`src/rtl/uart_pkg.sv`:
```
// Shared types and constants for the UART transmit path and its baud counter.
package uart_pkg;

  localparam int DATA_BITS = 8;
  localparam int STOP_BITS = 1;
  localparam int BIT_IDX_W = $clog2(DATA_BITS);

  typedef enum logic [2:0] {
    S_IDLE,
    S_FETCH,
    S_LOAD,
    S_START,
    S_DATA,
    S_PARITY,
    S_STOP,
    S_DONE
  } tx_state_t;

  function automatic int baud_cnt_width(input int clks);
    return (clks < 2) ? 1 : $clog2(clks);
  endfunction

endpackage

```
`src/rtl/uart_baud_cnt.sv`:
```
// Loadable down-counter that strobes o_tick on the last cycle of each bit period.
module uart_baud_cnt
  import uart_pkg::*;
#(
  parameter int CLKS_PER_BIT = 868
) (
  input  logic clk,
  input  logic rst,
  input  logic i_load,
  input  logic i_en,
  output logic o_tick
);

  localparam int CW = baud_cnt_width(CLKS_PER_BIT);
  localparam logic [CW-1:0] RELOAD = CW'(CLKS_PER_BIT - 1);

  logic [CW-1:0] r_cnt;

  assign o_tick = i_en && (r_cnt == '0);

  always_ff @(posedge clk) begin
    if (!rst) begin
      r_cnt <= '0;
    end else if (i_load || o_tick) begin
      r_cnt <= RELOAD;
    end else if (i_en) begin
      r_cnt <= r_cnt - 1'b1;
    end
  end

endmodule

```
`src/rtl/fifo_uart_tx.sv`:
```
// Pops bytes from the byte FIFO and serialises them as 8N1 (or 8E1) UART frames.
// state  | meaning
// IDLE   | line idle, wait for tx_en and a non-empty FIFO
// FETCH  | one-cycle read strobe, note whether the read can be lost
// LOAD   | retry a lost read, else capture the byte
// START  | start bit
// DATA   | eight data bits, LSB first
// PARITY | even parity bit (only when enabled)
// STOP   | stop bit(s)
// DONE   | one-cycle completion pulse
module fifo_uart_tx
  import uart_pkg::*;
#(
  parameter int CLKS_PER_BIT = 868,
  parameter int PARITY_EN    = 0
) (
  input  logic                 clk,
  input  logic                 rst,
  input  logic                 tx_en,
  input  logic                 fifo_empty,
  input  logic                 fifo_wr,
  input  logic [DATA_BITS-1:0] fifo_data,
  output logic                 fifo_rd,
  output logic                 tx,
  output logic                 busy,
  output logic                 tx_done
);

  tx_state_t              r_state, w_state_next;
  logic [DATA_BITS-1:0]   r_shift, w_shift_next;
  logic [BIT_IDX_W-1:0]   r_bit_idx, w_bit_idx_next;
  logic                   r_lost, r_parity;
  logic                   r_tx, r_fifo_rd, r_busy, r_tx_done;
  logic                   w_tx_next, w_busy_next;
  logic                   w_tick, w_baud_load, w_baud_en;

  assign w_baud_load = (r_state == S_LOAD) && !r_lost;
  assign w_baud_en   = (r_state == S_START) || (r_state == S_DATA) ||
                       (r_state == S_PARITY) || (r_state == S_STOP);

  uart_baud_cnt #(
    .CLKS_PER_BIT(CLKS_PER_BIT)
  ) u_baud (
    .clk    (clk),
    .rst    (rst),
    .i_load (w_baud_load),
    .i_en   (w_baud_en),
    .o_tick (w_tick)
  );

  always_comb begin
    w_state_next   = r_state;
    w_shift_next   = r_shift;
    w_bit_idx_next = r_bit_idx;
    w_tx_next      = 1'b1;
    w_busy_next    = 1'b0;
    case (r_state)
      S_IDLE:  if (tx_en && !fifo_empty) w_state_next = S_FETCH;
      S_FETCH: w_state_next = S_LOAD;
      S_LOAD: begin
        if (r_lost) begin
          w_state_next = S_FETCH;
        end else begin
          w_shift_next   = fifo_data;
          w_bit_idx_next = '0;
          w_state_next   = S_START;
        end
      end
      S_START: if (w_tick) w_state_next = S_DATA;
      S_DATA: begin
        if (w_tick) begin
          if (r_bit_idx == BIT_IDX_W'(DATA_BITS - 1)) begin
            w_bit_idx_next = '0;
            w_state_next   = (PARITY_EN != 0) ? S_PARITY : S_STOP;
          end else begin
            w_bit_idx_next = r_bit_idx + 1'b1;
            w_shift_next   = r_shift >> 1;
          end
        end
      end
      S_PARITY: if (w_tick) w_state_next = S_STOP;
      S_STOP: begin
        if (w_tick) begin
          if (r_bit_idx == BIT_IDX_W'(STOP_BITS - 1)) begin
            w_bit_idx_next = '0;
            w_state_next   = S_DONE;
          end else begin
            w_bit_idx_next = r_bit_idx + 1'b1;
          end
        end
      end
      S_DONE:  w_state_next = S_IDLE;
      default: w_state_next = S_IDLE;
    endcase

    // Outputs are decoded from the next state so they line up with it once registered.
    case (w_state_next)
      S_START:  w_tx_next = 1'b0;
      S_DATA:   w_tx_next = w_shift_next[0];
      S_PARITY: w_tx_next = r_parity;
      default:  w_tx_next = 1'b1;
    endcase
    w_busy_next = (w_state_next != S_IDLE) && (w_state_next != S_DONE);
  end

  always_ff @(posedge clk) begin
    if (!rst) begin
      r_state   <= S_IDLE;
      r_shift   <= '0;
      r_bit_idx <= '0;
      r_lost    <= 1'b0;
      r_parity  <= 1'b0;
      r_tx      <= 1'b1;
      r_fifo_rd <= 1'b0;
      r_busy    <= 1'b0;
      r_tx_done <= 1'b0;
    end else begin
      r_state   <= w_state_next;
      r_shift   <= w_shift_next;
      r_bit_idx <= w_bit_idx_next;
      // A write or an empty FIFO during the strobe means the FIFO ignored it.
      if (r_state == S_FETCH) r_lost <= fifo_wr | fifo_empty;
      if (w_baud_load) r_parity <= ^fifo_data;
      r_tx      <= w_tx_next;
      r_fifo_rd <= (w_state_next == S_FETCH);
      r_busy    <= w_busy_next;
      r_tx_done <= (w_state_next == S_DONE);
    end
  end

  assign fifo_rd = r_fifo_rd;
  assign tx      = r_tx;
  assign busy    = r_busy;
  assign tx_done = r_tx_done;

endmodule

```
`config.mk`:
```
export PLATFORM = sky130hd
export DESIGN_NAME = fifo_uart_tx
export DESIGN_NICKNAME = d
export VERILOG_FILES = /design/src/rtl/uart_pkg.sv /design/src/rtl/uart_baud_cnt.sv /design/src/rtl/fifo_uart_tx.sv
export SDC_FILE = /design/constraint.sdc
export NUM_CORES = 1
export LEC_CHECK = 0
export ABC_AREA = 1
export CAP_MARGIN = 20
export CORE_MARGIN = 3
export CORE_UTILIZATION = 30
export CTS_BUF_LIST = sky130_fd_sc_hd__clkbuf_4
export DETAILED_ROUTE_END_ITERATION = 7
export GPL_ROUTABILITY_DRIVEN = 0
export PLACE_DENSITY_LB_ADDON = 0.1
export SLEW_MARGIN = 15
export SYNTH_ARGS = -nofsm -noshare
export SYNTH_HDL_FRONTEND = slang
export SYNTH_SLANG_ARGS = --single-unit
```
`constraint.sdc`:
```
create_clock -name clk -period 3.2 [get_ports clk]
set_clock_uncertainty 0.05 [all_clocks]
set_input_delay 0.64 -clock clk [delete_from_list [all_inputs] [get_ports clk]]
set_output_delay 0.64 -clock clk [all_outputs]
set_load 0.005 [all_outputs]
```
* Yosys cells after proc, flatten, opt, wreduce, memory -nomap -nowiden *
Index checks and enable logic that the tools add are counted.

operators by class
  add/sub/neg operators = 2
  equal/unequal tests = 18
  muxes and demuxes = 22
  bitwise operators = 2
  reduce and logical (&&, ||, !) cells = 21

operators by type and width
  kind                                                  count
  two-way mux 3 bit                                     12
  equality test 3 bit (second input constant)           8
  two-way mux 8 bit                                     3
  one-hot mux 3 bit (8 select lines)                    1
  two-way mux 10 bit                                    2
  one-hot mux 8 bit (2 select lines)                    1
  logical NOT 10 bit                                    1
  subtractor 10 x 1 -> 10 bit (second input constant)   1
  equality test 3 x 2 -> 1 bit (second input constant)  3
  one-hot mux 3 bit (3 select lines)                    1
  AND reduction 4 bit                                   2
  parity 8 bit                                          1
  equality test 3 x 1 -> 1 bit (second input constant)  2
  logical NOT 3 bit                                     2
  nonzero test 3 bit                                    2
  logical AND 1 bit                                     4
  logical OR 1 bit                                      4
  != test 2 x 1 -> 1 bit (second input constant)        2
  != test 2 bit (second input constant)                 2
  nonzero test 2 bit                                    2
  adder 3 x 1 -> 3 bit (second input constant)          1
  != test 3 bit (second input constant)                 1
  one-hot mux 1 bit (3 select lines)                    1
  logical NOT 1 bit                                     2
  other kinds (4)                                       4

storage, ports and cells
  bits in registers = 30
  bits of input ports = 13
  output and inout bits = 4
  logic and storage cells = 77

* Depth between registers and ports, before layout *
  word-level depth = 9
  gate-level depth with buffers = 12
  gate-level depth less buffers = 12

* By module *
Synthesis repeated with hierarchy kept, for this count alone.

second synthesis, totals
  cell total of the unflattened synthesis = 249
  area total of the unflattened synthesis = 1677.9 µm²

modules (own cells, without submodules)
  module         instances  cells an instance  area an instance (µm²)  seq. area each (µm²)
  fifo_uart_tx   1          165                1111.1                  400.4
  uart_baud_cnt  1          84                 566.8                   200.2

* Worst setup path after synthesis *
Ideal clock, no wire load.

  kind = flip-flop to flip-flop
  start point = reg u_baud.r_cnt[0]
  end point = reg r_bit_idx[2]
  library setup time = 0.128 ns
  arrival time = 1.342 ns
  data required time = 3.022 ns
  path slack = 1.681 ns
  cell stages (with the launch flop) = 13
  path buffers = 0
  clock period less this slack = 1.519 ns
  cell sequence = dfxtp_1 > inv_1 > ha_1 > inv_1 > nor2_2 > nand3_2 > nor2_4 > nand2_2 > nand2_2 > nand3_2 > nand2_1 > o21a_1 > nor2_1

between the ends
  longest elaborated chain between the ends = 4
  elaborated cells on any way between the ends = 5
  those cells by class = eq/ne: 2; reduce/logical: 3

RTL lines
  item                              line                 source
  from (decl)                       uart_baud_cnt.sv:17  logic [CW-1:0] r_cnt;
  from (signal assigned)            uart_baud_cnt.sv:27  r_cnt <= r_cnt - 1'b1;
  logical NOT 10 bit *              uart_baud_cnt.sv:19  assign o_tick = i_en && (r_cnt == '0);
  logical AND 1 bit *               uart_baud_cnt.sv:19
  != test 2 x 1 -> 1 bit (no line)  -
  AND reduction 4 bit (no line) *   -
  to (signal assigned)              fifo_uart_tx.sv:120  r_bit_idx <= w_bit_idx_next;
  to (decl)                         fifo_uart_tx.sv:31   logic [BIT_IDX_W-1:0] r_bit_idx, w_bit_idx_next;

Mark *: on every way between the ends. The rest lies on a longest branch, timed or not.
A chain may end at the register's enable or synchronous reset.

* Worst setup path after layout *
  start point = reg u_baud.r_cnt[0]
  end point = reg u_baud.r_cnt[7]

between the ends
  longest elaborated chain between the ends = 4
  elaborated cells on any way between the ends = 5
  those cells by class = add/sub: 1; reduce/logical: 4

RTL lines
  item
  branches (longest 4 deep; another with subtractor 10 x 1 -> 10 bit)

Several ways; the timed one is not identified.

==> results.py <==
metrics = {
    "global_routing": {
        "antenna_found_initial": 0,
        "grt_max_degree": 21,
        "grt-ovfl-total": 0,
        "grt_pass1_wl_um": 6420,
        "grt_usage_pct": 12.4,
        "grt_pass1_vias": 1422,
    },
    "sta": {
        "fmax_mhz": 544,
        "timing.final.crit_share_pct": 57.5,
        "period_minus_slack_ps": 1840,
        "tightest_slew_ps": 716,
        "max_slew_margin_pct": 52.2,
        "tns_ps": 0,
        "grt_setup_unrepaired": "false",
        "finalHoldViolCount": 0,
        "finalSetupViolCount": 0,
        "holdWs_ps": 431,
        "finalMaxSlewViolations": 0,
    },
    "cells_and_area": {
        "final_common_cell": "nand2_1",
        "nFillCells": 648,
        "syn_to_final_growth_pct": 14.2,
        "fin_cells": 328,
        "nets": 273,
        "most-common-layout-cells": "48 x nand2_1, 31 x inv_1, 30 x dfxtp_1, 22 x nor2_1, 16 x clkdlybuf4s50_1",
        "finalInstanceArea_mm2": 0.00199,
        "diodes": 0,
        "layout-drive-gt1-share_pct": 11.7,
    },
    "synthesis": {
        "ys.flop_type": "dfxtp_1",
        "ys_seq_area_share_pct": 34.5,
        "syn_avg_cell_area_um2": 7.31,
        "syn_inst": 238,
        "synth_cell_types": 34,
        "yosys-top-cells-area": "dfxtp_1 35%, nand2_1 10%, inv_1 6.7%",
        "synth_top_area_share_pct": 34.5,
        "ys_warn_count": 0,
        "synthArstFlopShare_pct": 0,
        "syn_area_mm2": 0.00174,
        "ys_ff_latch": 30,
        "synth_nets": 256,
        "synth_edf_count": 0,
        "yosys.area.top_type": "dfxtp_1",
    },
    "detailed_routing": {
        "drc_errors": 0,
        "wl_per_cell_um": 11.4,
        "dr.pass1.iters": 4,
        "num_vias": 1511,
        "drt_iter0_drc": 84,
        "viasPerCell": 4.61,
        "detail-route-antenna-nets": 0,
        "wl_um": 3740,
    },
    "cts": {
        "post_cts_resized": 0,
        "clock_latency_ps": 330,
        "root_buffer": "clkbuf_4",
        "cts_buffers": 5,
        "h-tree-depth": 2,
        "cts_tree": "yes",
        "clk_pin_slew_ps": 110,
        "cts_hold_buf": 0,
        "cts_sinks": 30,
        "cts_setup_buffers": 0,
        "clockBufferDepth": 2,
    },
    "worst_setup_path": {
        "critPathRequiredTime_ps": 3380,
        "critPathMaxFanout": 6,
        "critPathSlowestCell": "dfxtp_1",
        "critPathTopFamily": "simple AND/OR/NAND/NOR gates",
        "start_kind": "flip-flop",
        "critPathMaxStageDelay_ps": 330,
        "endpoint_kind": "flip-flop",
        "cp_cell_sequence": "inv_1 -> ha_1 -> inv_1 -> nor2_2 -> nand3_2 -> nor2_4 -> nand2_1 -> nand2_1 -> inv_1 -> nand2_1 -> nor3_2",
        "cp.arrival_ps": 2020,
        "worst-path-buf-inv": 3,
        "critPathKind": "reg -> reg",
    },
    "power": {
        "p_sw_mw": 0.366,
        "p_leak_nw": 0.830,
        "vdd_drop_max_mv": 0.164,
        "switching_share_pct": 37.4,
        "power.total_mw": 0.980,
        "cell_internal_pwr_mw": 0.614,
        "pwr-share-seq_pct": 45.0,
        "clkPwrFrac_pct": 21.7,
        "pwr-share-comb_pct": 33.3,
        "power_density_mw_per_mm2": 494,
    },
    "floorplan": {
        "start_util_pct": 31.2,
        "die_height_um": 82.1,
        "die-area_mm2": 0.00675,
        "die_w_um": 82.1,
        "ios": 17,
        "rows": 27,
        "core_mm2": 0.00557,
    },
    "placement": {
        "placed_cells": 320,
        "numPortBuffers": 16,
        "dpl.hpwl_um": 2810,
        "placed_area_mm2": 0.00194,
    },
    "job": {
        "drv_cap": 0,
    },
    "min_path": {
        "hold_class": "reg -> reg",
    },
    "outcome": {
        "status": "completed",
    },
}
[registers in the layout, summed over array words and instances, names as in the netlist]
register and count:
r_shift 8, u_baud.r_cnt 10, busy 1, r_parity 1, tx 1, r_state 3, r_bit_idx 3, fifo_rd 1
r_lost 1, tx_done 1
[worst paths after layout]
check / start / endpoint / slack [ps] / depth (start not counted)
min reg2reg: r_shift[7]$_SDFFE_PN0P_ / r_shift[7]$_SDFFE_PN0P_ / 430 / 2
max: u_baud.r_cnt[0]$_SDFFE_PN0P_ / u_baud.r_cnt[7]$_SDFFE_PP0P_ / 1360 / 11
min: r_shift[7]$_SDFFE_PN0P_ / r_shift[7]$_SDFFE_PN0P_ / 430 / 2
max reg2reg: u_baud.r_cnt[0]$_SDFFE_PN0P_ / u_baud.r_cnt[7]$_SDFFE_PP0P_ / 1360 / 11
[power groups by stage]
stage               logic (mW)  clock network (mW)  registers (mW)
floorplan                0.252                   0           0.441
global placement         0.331                   0           0.449
detailed placement       0.330                   0           0.450
CTS                      0.332               0.227           0.441
global route             0.373               0.237           0.447
finish                   0.327               0.213           0.441
[layout make-up]
type	instances	area [µm²]	share of cell area [%]
clock buffer	5	37.5	1.89
tap	72	90.1	4.54
inverter	34	130	6.55
sequential	30	601	30.2
multi-input combinational	168	956	48.1
clock inverter	3	11.3	0.567
timing repair buffer	16	160	8.07
[metal layers]
layer	global-route usage [%]	vias to the layer above	share of wire, %
met2	19.7	23	44
met4	5.15	0	2.4
met3	3.69	11	4.3
met5	0	-	0
met1	15.7	670	49
li1	-	807	-
[synthesized netlist by cell type (2+ instances only)]
cell,n
a211oi_1,3
a21oi_1,11
a31oi_1,8
buf_6,4
clkbuf_1,2
dfxtp_1,30
ha_1,5
inv_1,31
nand2_1,48
nand2_2,3
nand3_1,15
nand3_2,6
nand4_1,4
nor2_1,22
nor2_2,6
nor2_4,5
nor3_1,7
o21ai_0,5
xnor2_1,6
xor2_1,3
[worst min-delay path, cell delays in order, from the launching register on]
cell and delay [ps]:
dfxtp_1 320, nand2_1 70, a21oi_1 50
[cell families (layout without fill, tap and decap cells)]
| family | after synthesis | in the layout | share of synthesized area [%] |
|---|---|---|---|
| flip-flops | 30 | 30 | 34.5 |
| AND/OR/NAND/NOR | 121 | 121 | 35.6 |
| adder cells (fa/ha/maj) | 5 | 5 | 3.60 |
| AO/OA/AOI/OAI | 33 | 33 | 11.2 |
| buffers and inverters | 40 | 58 | 10.5 |
| XOR/XNOR | 9 | 9 | 4.53 |
[metrics by stage]
| stage | utilization (%) | setup slack [ps] |
|---|---|---|
| 3_5_place_dp | 34.7 | 1040 |
| 3_3_place_gp | 34.7 | 1100 |
| 5_1_grt | 35.6 | 1180 |
| 6_report | 35.6 | 1360 |
| 4_1_cts | 35.6 | 1340 |
| 2_1_floorplan | - | 1680 |
No activity file was read; power rests on OpenSTA's default activity.
